### config.mk
export PLATFORM = sky130hd
export DESIGN_NAME = b_st_fifo
export DESIGN_NICKNAME = d
export VERILOG_FILES = /design/src/rtl/b_st_fifo_pkg.sv /design/src/rtl/b_st_fifo_mem.sv /design/src/rtl/b_st_fifo.sv
export SDC_FILE = /design/constraint.sdc
export NUM_CORES = 1
export LEC_CHECK = 0
export ABC_AREA = 1
export BUFFER_PORTS_ARGS = -buffer_cell sky130_fd_sc_hd__buf_4
export CAP_MARGIN = 30
export CORE_MARGIN = 10
export CORE_UTILIZATION = 30
export CTS_BUF_LIST = sky130_fd_sc_hd__clkbuf_4
export DETAILED_ROUTE_END_ITERATION = 8
export PLACE_DENSITY_LB_ADDON = 0.08
export SYNTH_ARGS = -nofsm -noshare
export SYNTH_HDL_FRONTEND = slang
export SYNTH_SLANG_ARGS = --single-unit
### constraint.sdc
create_clock -name clk -period 5.9 [get_ports clk]
set_input_delay 0.295 -clock clk [delete_from_list [all_inputs] [get_ports clk]]
set_output_delay 0.295 -clock clk [all_outputs]
set_load 0.01 [all_outputs]
### src/rtl/b_st_fifo_pkg.sv
// Shared definitions for the b_st_fifo slice: record types, default sizing
// constants and the occupancy type used by b_st_fifo and its storage.
package b_st_fifo_pkg;

    localparam int B_ST_FIFO_B_SIZE = 9;
    localparam int B_ST_FIFO_DEPTH  = 8;
    localparam int B_ST_FIFO_AFULL  = 6;

    // Payload carried through the FIFO.
    typedef logic [B_ST_FIFO_B_SIZE-1:0] bSizeT;

    // Record wrapper; a single field, so it is bit-identical to bSizeT.
    typedef struct packed {
        bSizeT bAnother;
    } bSt;

    // Occupancy 0..DEPTH inclusive, hence one bit wider than a pointer.
    typedef logic [$clog2(B_ST_FIFO_DEPTH+1)-1:0] bStFifoCntT;

endpackage

### src/rtl/b_st_fifo_mem.sv
// Storage array for b_st_fifo: DEPTH x WIDTH, one synchronous write port
// and one asynchronous (combinational) read port.
module b_st_fifo_mem #(
    parameter int WIDTH = 9,
    parameter int DEPTH = 8
) (
    input  logic                     clk,
    input  logic                     wr_en,
    input  logic [$clog2(DEPTH)-1:0] wr_addr,
    input  logic [WIDTH-1:0]         wr_data,
    input  logic [$clog2(DEPTH)-1:0] rd_addr,
    output logic [WIDTH-1:0]         rd_data
);

    logic [WIDTH-1:0] mem_q [DEPTH];

    // Write one entry per cycle.
    // NOTE: the array has no reset; entries are only read once written, so
    // resetting them would add a reset fan-out and block RAM inference.
    always_ff @(posedge clk) begin
        if (wr_en) begin
            mem_q[wr_addr] <= wr_data;
        end
    end

    assign rd_data = mem_q[rd_addr];

endmodule

### src/rtl/b_st_fifo.sv
// b_st_fifo: synchronous valid/ready FIFO with registered count,
// almost_full and a sticky overflow flag.
// Optional build macro B_ST_FIFO_BYPASS_EN: when empty, an incoming push is
// presented on pop_* in the same cycle and is not stored if it is popped.
module b_st_fifo
    import b_st_fifo_pkg::*;
#(
    parameter int B_SIZE    = B_ST_FIFO_B_SIZE,
    parameter int DEPTH     = B_ST_FIFO_DEPTH,
    parameter int AFULL_LVL = DEPTH - 2
) (
    input  logic                       clk,
    input  logic                       rst_n,
    input  logic                       flush,
    input  logic                       push_valid,
    output logic                       push_ready,
    input  logic [B_SIZE-1:0]          push_data,
    output logic                       pop_valid,
    input  logic                       pop_ready,
    output logic [B_SIZE-1:0]          pop_data,
    output logic [$clog2(DEPTH+1)-1:0] count,
    output logic                       almost_full,
    output logic                       overflow_err
);

    localparam int PTR_W = $clog2(DEPTH);
    localparam int CNT_W = $clog2(DEPTH + 1);

    logic [PTR_W-1:0]  wr_ptr_q, wr_ptr_d;
    logic [PTR_W-1:0]  rd_ptr_q, rd_ptr_d;
    logic [CNT_W-1:0]  count_q, count_d;
    logic              afull_q, afull_d;
    logic              ovf_q, ovf_d;

    logic              full, empty;
    logic              push_fire, pop_fire, bypass_take;
    logic              do_push, do_pop;
    logic [B_SIZE-1:0] mem_rdata;

    assign full       = (count_q == CNT_W'(DEPTH));
    assign empty      = (count_q == '0);
    assign push_ready = !full;

`ifdef B_ST_FIFO_BYPASS_EN
    // Empty FIFO forwards the incoming word; if it is consumed right away
    // the transfer goes straight through and nothing is stored.
    assign bypass_take = empty && push_valid && pop_ready;
    assign pop_valid   = !empty || push_valid;
    assign pop_data    = empty ? push_data : mem_rdata;
`else
    assign bypass_take = 1'b0;
    assign pop_valid   = !empty;
    assign pop_data    = mem_rdata;
`endif

    assign push_fire = push_valid && push_ready;
    assign pop_fire  = pop_valid && pop_ready;
    // A flush discards whatever handshake happens in the same cycle.
    assign do_push   = push_fire && !bypass_take && !flush;
    assign do_pop    = pop_fire && !bypass_take && !flush;

    // Next-state for pointers, occupancy and status flags.
    // NOTE: every _d gets a default first so no path leaves it unassigned,
    // which is what keeps this block from inferring latches.
    always_comb begin
        wr_ptr_d = wr_ptr_q;
        rd_ptr_d = rd_ptr_q;
        count_d  = count_q;
        ovf_d    = ovf_q || (push_valid && full);

        if (flush) begin
            wr_ptr_d = '0;
            rd_ptr_d = '0;
            count_d  = '0;
        end else begin
            if (do_push) begin
                wr_ptr_d = wr_ptr_q + PTR_W'(1);
            end
            if (do_pop) begin
                rd_ptr_d = rd_ptr_q + PTR_W'(1);
            end
            case ({do_push, do_pop})
                2'b10:   count_d = count_q + CNT_W'(1);
                2'b01:   count_d = count_q - CNT_W'(1);
                default: count_d = count_q;
            endcase
        end

        afull_d = (count_d >= CNT_W'(AFULL_LVL));
    end

    // State registers with asynchronous active-low reset.
    // NOTE: non-blocking assignments so every flop samples pre-edge values
    // regardless of statement order or of other always_ff blocks.
    always_ff @(posedge clk or negedge rst_n) begin
        if (!rst_n) begin
            wr_ptr_q <= '0;
            rd_ptr_q <= '0;
            count_q  <= '0;
            afull_q  <= 1'b0;
            ovf_q    <= 1'b0;
        end else begin
            wr_ptr_q <= wr_ptr_d;
            rd_ptr_q <= rd_ptr_d;
            count_q  <= count_d;
            afull_q  <= afull_d;
            ovf_q    <= ovf_d;
        end
    end

    assign count        = count_q;
    assign almost_full  = afull_q;
    assign overflow_err = ovf_q;

    b_st_fifo_mem #(
        .WIDTH (B_SIZE),
        .DEPTH (DEPTH)
    ) u_mem (
        .clk     (clk),
        .wr_en   (do_push),
        .wr_addr (wr_ptr_q),
        .wr_data (push_data),
        .rd_addr (rd_ptr_q),
        .rd_data (mem_rdata)
    );

endmodule

==> metrics.cfg, run 1 <==
[placement]
dp_hpwl_um = 5280
place.gp.congestion = 0.785
port-buffer-count = 30
place_ws_ns = 3.65

[worst_setup_path]
critPathCapture = pop_data[6]
critPathKind = reg2out
reg2reg_to = almost_full
r2r_slack_ns = 3.63
rr_worst_depth = 14
crit_arrival_ns = 2.25
startpoint = rd_ptr_q[0]
path_max_fanout = 40
required_ns = 5.61
endpoint_kind = primary output
reg2reg_from = count[1]
start_kind = flop

[synth]
netlist_area_um2 = 3570
synth_top_family_by_area = simple AND/OR/NAND/NOR gates
yosysSeqAreaShare_pct = 69.0
synthXorXnorAreaFrac_pct = 0.491
avgSynthCellArea_um2 = 12.2
synth_cell_types = 30
synth_mux_area_share_pct = 2.53
synth_compound_area_share_pct = 8.28
synthCells = 293
syn-num-nets = 312
yosysWarnings = 0
synth.ff_latch_count = 84
yosys.area_share.adder_pct = 1.75
synthSimpleGateAreaFrac_pct = 12.9

[pwr]
clockPowerShare_pct = 23.7
sequentialPowerShare_pct = 49.4
leakage_uw = 0.00156
p_per_area_nw_per_um2 = 341
switching_power_uw = 440
swShare_pct = 31.4
max-vdd-ir-drop_v = 0.000125
p_int_uw = 960
pwr-share-comb_pct = 26.9

[clocking]
cts.htree.levels = 3
cts_resized = 0
clockBufferDepth = 2
cts_tree = built
clkSinkCount = 84
cts_root_buffer = clkbuf_4
cts-buffers-inserted = 9
path_clk_slew_ns = 0.13
clkLatencyLatePin_ns = 0.43

[floorplan]
coreArea_um2 = 11500
die_x_um = 129
initial_utilization_pct = 31.0
ios = 31
die_h_um = 129
die_area_um2 = 16700
core.rowCount = 39

[sta]
timing.setup.tns_ns = 0
min_period_over_period_pct = 43.1
period_needed_ns = 2.54
worst_slew_pin_slew_ns = 0.597
clock_skew_ns = 0.0152
setup_viol = 0
fmaxAchievable_mhz = 393
finalHoldViolCount = 0
report.final.slew_viol_count = 0
maxSlewHeadroom_pct = 60.2
layout_setup_ws_ns = 3.36
rsz0062_at_grt = false

[drt]
first_iter_violations = 174
remaining_drc_errors = 0
drt-total-wl_um = 8290
dr.pass1.iters = 5
antenna_left = 0
vias_per_cell = 4.72
wl_per_cell_um = 17.2
routed-via-count = 2282

[finish]
finalNetCount = 353
layout_commonest_cell = edfxtp_1
mostFrequentLayoutCells = 72 x edfxtp_1, 50 x nor2_1, 49 x nand2_1
syn_to_final_growth_pct = 15.1
drive_above_1_share_pct = 18.3

[global_route]
overflow = 0
grt_first_pass_wirelength_um = 12900
grt.total_usage_pct = 10.4
grt_pass1_vias = 2160
antenna_found_initial = 1
grt_max_degree = 41

[flow_run]
cap_violations = 0

[min_path]
hold_path_class = in2reg

[outcome]
status = completed

[cell type report]
class,count,area [um^2]
diodes,1,2.50
repair buffers,42,332
multi-input cells,179,927
clock inverters,5,52.6
clock buffers,11,82.6
well taps,143,179
flip-flops and latches,84,2460
fillers,1160,7410
inverters,18,67.6
[layer usage]
| layer | up-vias | global-route usage [%] | share of wire (%) |
|---|---|---|---|
| li1 | 1116 | - | - |
| met1 | 1101 | 13.8 | 48 |
| met4 | 0 | 6.15 | 2.8 |
| met3 | 15 | 2.37 | 4.2 |
| met5 | - | 0 | 0 |
| met2 | 50 | 15.4 | 45 |
[metrics by stage]
step | utilization, % | total power (uW) | cells | hold WS [ns] | instance area (um^2)
2_1_floorplan | - | 955 | 293 | -0.000591 | 3570
5_1_grt | 35.6 | 1490 | 483 | 0.0701 | 4110
4_1_cts | 35.6 | 1420 | 481 | 0.0612 | 4100
3_5_place_dp | 34.2 | 1090 | 463 | 0.157 | 3940
3_3_place_gp | 33.8 | 1090 | 458 | 0.153 | 3890
6_report | 35.6 | 1400 | 483 | 0.0816 | 4110
[cell families after synthesis]
group | after synthesis
DFF | 84
buffers and inverters | 30
muxes | 9
AOI/OAI and AO/OA | 48
xor gates and xnor gates | 2
and+or+nand+nor | 115
adders and majority gates | 5
[Yosys cell counts]
master	number	area share [%]
nor2_1	50	5.3
o21ai_0	12	1.7
edfxtp_1	72	61
o32ai_2	1	0.46
inv_1	15	1.6
inv_2	3	0.32
nand4_1	1	0.18
ha_1	5	1.8
clkbuf_4	1	0.21
buf_2	3	0.42
nand3_1	10	1.4
nor3_1	1	0.14
nor2_2	1	0.18
buf_8	1	0.42
o32ai_1	8	2.0
nand2_2	1	0.18
o22ai_1	9	1.6
or2_0	1	0.18
nand2_1	49	5.2
buf_12	1	0.56
nand3_2	1	0.28
dfrtp_1	12	8.4
buf_4	2	0.42
o21bai_1	1	0.21
mux2i_1	9	2.5
clkbuf_1	1	0.11
a21oi_1	4	0.56
buf_6	3	0.95
xor2_1	2	0.49
o21ai_1	13	1.8
[power groups by stage]
stage | clock network [uW] | logic (uW) | registers, uW
2_1_floorplan | 0 | 244 | 711
3_3_place_gp | 0 | 385 | 705
3_5_place_dp | 0 | 383 | 705
4_1_cts | 347 | 386 | 692
5_1_grt | 369 | 427 | 696
6_report | 331 | 377 | 691
[how the worst min path moves through the flow]
stage / end / depth (start not counted) / startpoint
after floorplan: almost_full / 0 / rst_n
after global placement: count[0] / 1 / rst_n
after detailed placement: count[1] / 1 / rst_n
after CTS: u_mem.mem_q[4][4] / 1 / push_data[4]
after global routing: u_mem.mem_q[2][5] / 1 / push_data[5]
final: u_mem.mem_q[4][4] / 1 / push_data[4]
[registers in the layout (all words and copies together) (netlist names)]
register	cells
u_mem.mem_q	72
count	4
rd_ptr_q	3
wr_ptr_q	3
almost_full	1
overflow_err	1
[worst max-delay path, stage by stage, from the launching register on]
cell,delay [ns]
dfrtp_1,0.34
buf_4,0.44
inv_2,0.37
nor2_1,0.18
o22ai_1,0.10
nand2_1,0.12
nand2_1,0.10
buf_4,0.15
[timing repair]
item	in CTS	in global routing
buffers inserted	0	0
hold buffers	2	0
endpoints found under the hold margin	13	0
Note: power is estimated with default switching activity, not from simulation.
==> run 2, diff against run 1 <==
- clock period: 5.9 -> 2.5 ns (I/O delays scaled with it)
==> metrics.cfg, run 2 (same netlist as run 1, synthesis figures left out) <==
[outcome]
status = completed  ; unchanged

[sta]
report.final.slew_viol_count = 0  ; unchanged
layout_setup_ws_ns = 0.311  ; was 3.36 ns
worst_slew_pin_slew_ns = 0.525  ; was 0.597 ns
period_needed_ns = 2.19
finalHoldViolCount = 0  ; unchanged
maxSlewHeadroom_pct = 65.0  ; was 60.2%
min_period_over_period_pct = 87.6
rsz0062_at_grt = false  ; unchanged
clock_skew_ns = 0.0103  ; was 0.0152 ns
timing.setup.tns_ns = 0  ; unchanged
setup_viol = 0  ; unchanged
fmaxAchievable_mhz = 457

[finish]
antenna_cells = 0  ; was 1
syn_to_final_growth_pct = 18.9  ; was 15.1%
stdcell_count = 502  ; was 483
drive_above_1_share_pct = 19.2  ; was 18.3%
mostFrequentLayoutCells = 72 x edfxtp_1, 49 x nand2_1, 49 x nor2_1, 49 x buf_4, 15 x inv_1  ; was 72 x edfxtp_1, 50 x nor2_1, 49 x nand2_1
regMostFlops = u_mem.mem_q  ; unchanged
finalNetCount = 373  ; was 353
largest_reg_flops = 72  ; unchanged
layout_commonest_cell = edfxtp_1  ; unchanged

[global_route]
antenna_found_initial = 0  ; was 1
overflow = 0  ; unchanged
grt_pass1_vias = 2436  ; was 2160
grt.total_usage_pct = 10.7  ; was 10.4%
grt_first_pass_wirelength_um = 13400  ; was 12900 um
grt_max_degree = 39  ; was 41

[placement]
placedCellCount = 473  ; was 463
dp_hpwl_um = 5390  ; was 5280 um
place_ws_ns = 0.312  ; was 3.65 ns
place.gp.congestion = 0.747  ; was 0.785
port-buffer-count = 30  ; unchanged

[clocking]
clkLatencyLatePin_ns = 0.43  ; about the same
clockBufferDepth = 2  ; unchanged
cts_tree = built  ; unchanged
cts_root_buffer = clkbuf_4  ; unchanged
clkSinkCount = 84  ; unchanged
path_clk_slew_ns = 0.13  ; about the same
cts.htree.levels = 3  ; unchanged
cts_setup_buffers = 0  ; unchanged
cts-buffers-inserted = 9  ; unchanged

[floorplan]
core.rowCount = 39  ; unchanged
die_area_um2 = 16700  ; unchanged
ios = 31  ; unchanged
initial_utilization_pct = 31.0  ; unchanged
coreArea_um2 = 11500  ; unchanged
die_x_um = 129  ; unchanged
die_h_um = 129  ; unchanged

[min_path]
hold_path_class = in2async  ; was in2reg

[worst_setup_path]
start_kind = flop  ; unchanged
path_max_fanout = 6  ; was 40
required_ns = 2.83  ; was 5.61 ns
endpoint_kind = flop  ; was primary output
crit_arrival_ns = 2.52  ; was 2.25 ns
critPathKind = reg2reg  ; was reg2out
r2r_slack_ns = 0.31  ; was 3.63 ns

[flow_run]
cap_violations = 0  ; unchanged

[pwr]
swShare_pct = 32.4  ; was 31.4%
pwr-share-comb_pct = 28.2  ; was 26.9%
sequentialPowerShare_pct = 51.2  ; was 49.4%
max-vdd-ir-drop_v = 0.000320  ; was 0.000125 V
p_per_area_nw_per_um2 = 755  ; was 341 nW/um^2
clockPowerShare_pct = 20.6  ; was 23.7%
p_int_uw = 2170  ; was 960 uW
switching_power_uw = 1040  ; was 440 uW
leakage_uw = 0.00163  ; was 0.00156 uW

[drt]
drt-total-wl_um = 8300  ; was 8290 um
dr.pass1.iters = 4  ; was 5
first_iter_violations = 179  ; was 174
wl_per_cell_um = 16.5  ; was 17.2 um
routed-via-count = 2354  ; was 2282
remaining_drc_errors = 0  ; unchanged
antenna_left = 0  ; unchanged
vias_per_cell = 4.69  ; was 4.72

==> run 2: final timing paths <==
| check | start | endpoint | cells past startpoint |
|---|---|---|---|
| max | count[1] | almost_full | 13 |
| min | rst_n | count[3] | 2 |
| max reg2reg | count[1] | almost_full | 13 |
| min reg2reg | overflow_err | overflow_err | 1 |
| max in group asynchronous | rst_n | wr_ptr_q[0] | 2 |
| min in group clk | flush | count[0] | 3 |
==> run 2: repair_timing <==
item,CTS,global route
gates resized for setup,0,1
hold buffers,13,0
hold endpoints to repair,93,0
setup endpoints to repair,0,1
==> run 2: critical path: stages, from the launching register on <==
cell and delay, ns:
dfrtp_1 0.47, nor2_2 0.16, nand3_1 0.14, nand3_1 0.12, inv_1 0.08, ha_1 0.27
nand2_1 0.08, inv_1 0.04, nor2_1 0.13, ha_1 0.24, o21ai_0 0.15, nor2_1 0.07
nand4_1 0.08, nand2_1 0.06
==> run 2: power by group through the flow <==
stage / logic, uW / registers (uW) / clock network (uW)
after floorplan: 577 / 1680 / 0
final: 904 / 1640 / 660
after detailed placement: 915 / 1670 / 0
after global routing: 1030 / 1650 / 744
after CTS: 933 / 1640 / 685
after global placement: 926 / 1670 / 0
==> run 2: layout make-up <==
cell class	count	area, um^2
repair buffers	62	498
clock inverters	6	31.3
well taps	143	179
clock buffers	10	75.1
multi-input cells	179	930
flip-flops and latches	84	2460
fillers	1167	7270
inverters	18	67.6
==> run 2: through the flow <==
| stage | hold slack (ns) | total power [uW] | util (%) | instance area, um^2 |
|---|---|---|---|---|
| after global placement | -0.0140 | 2590 | 34.8 | 4000 |
| after CTS | 0.0365 | 3260 | 36.8 | 4240 |
| after global routing | 0.0497 | 3420 | 36.8 | 4240 |
| final | 0.0522 | 3200 | 36.8 | 4240 |
| after detailed placement | -0.0141 | 2580 | 34.8 | 4000 |
| after floorplan | -0.171 | 2250 | - | 3570 |
==> run 2: metal layers <==
layer	share of wire [%]	vias up	global-route usage [%]
met5	0	-	0
met2	47	31	17.3
met4	1.6	0	5.22
met3	3.3	9	2.49
li1	-	1159	-
met1	48	1155	13.2
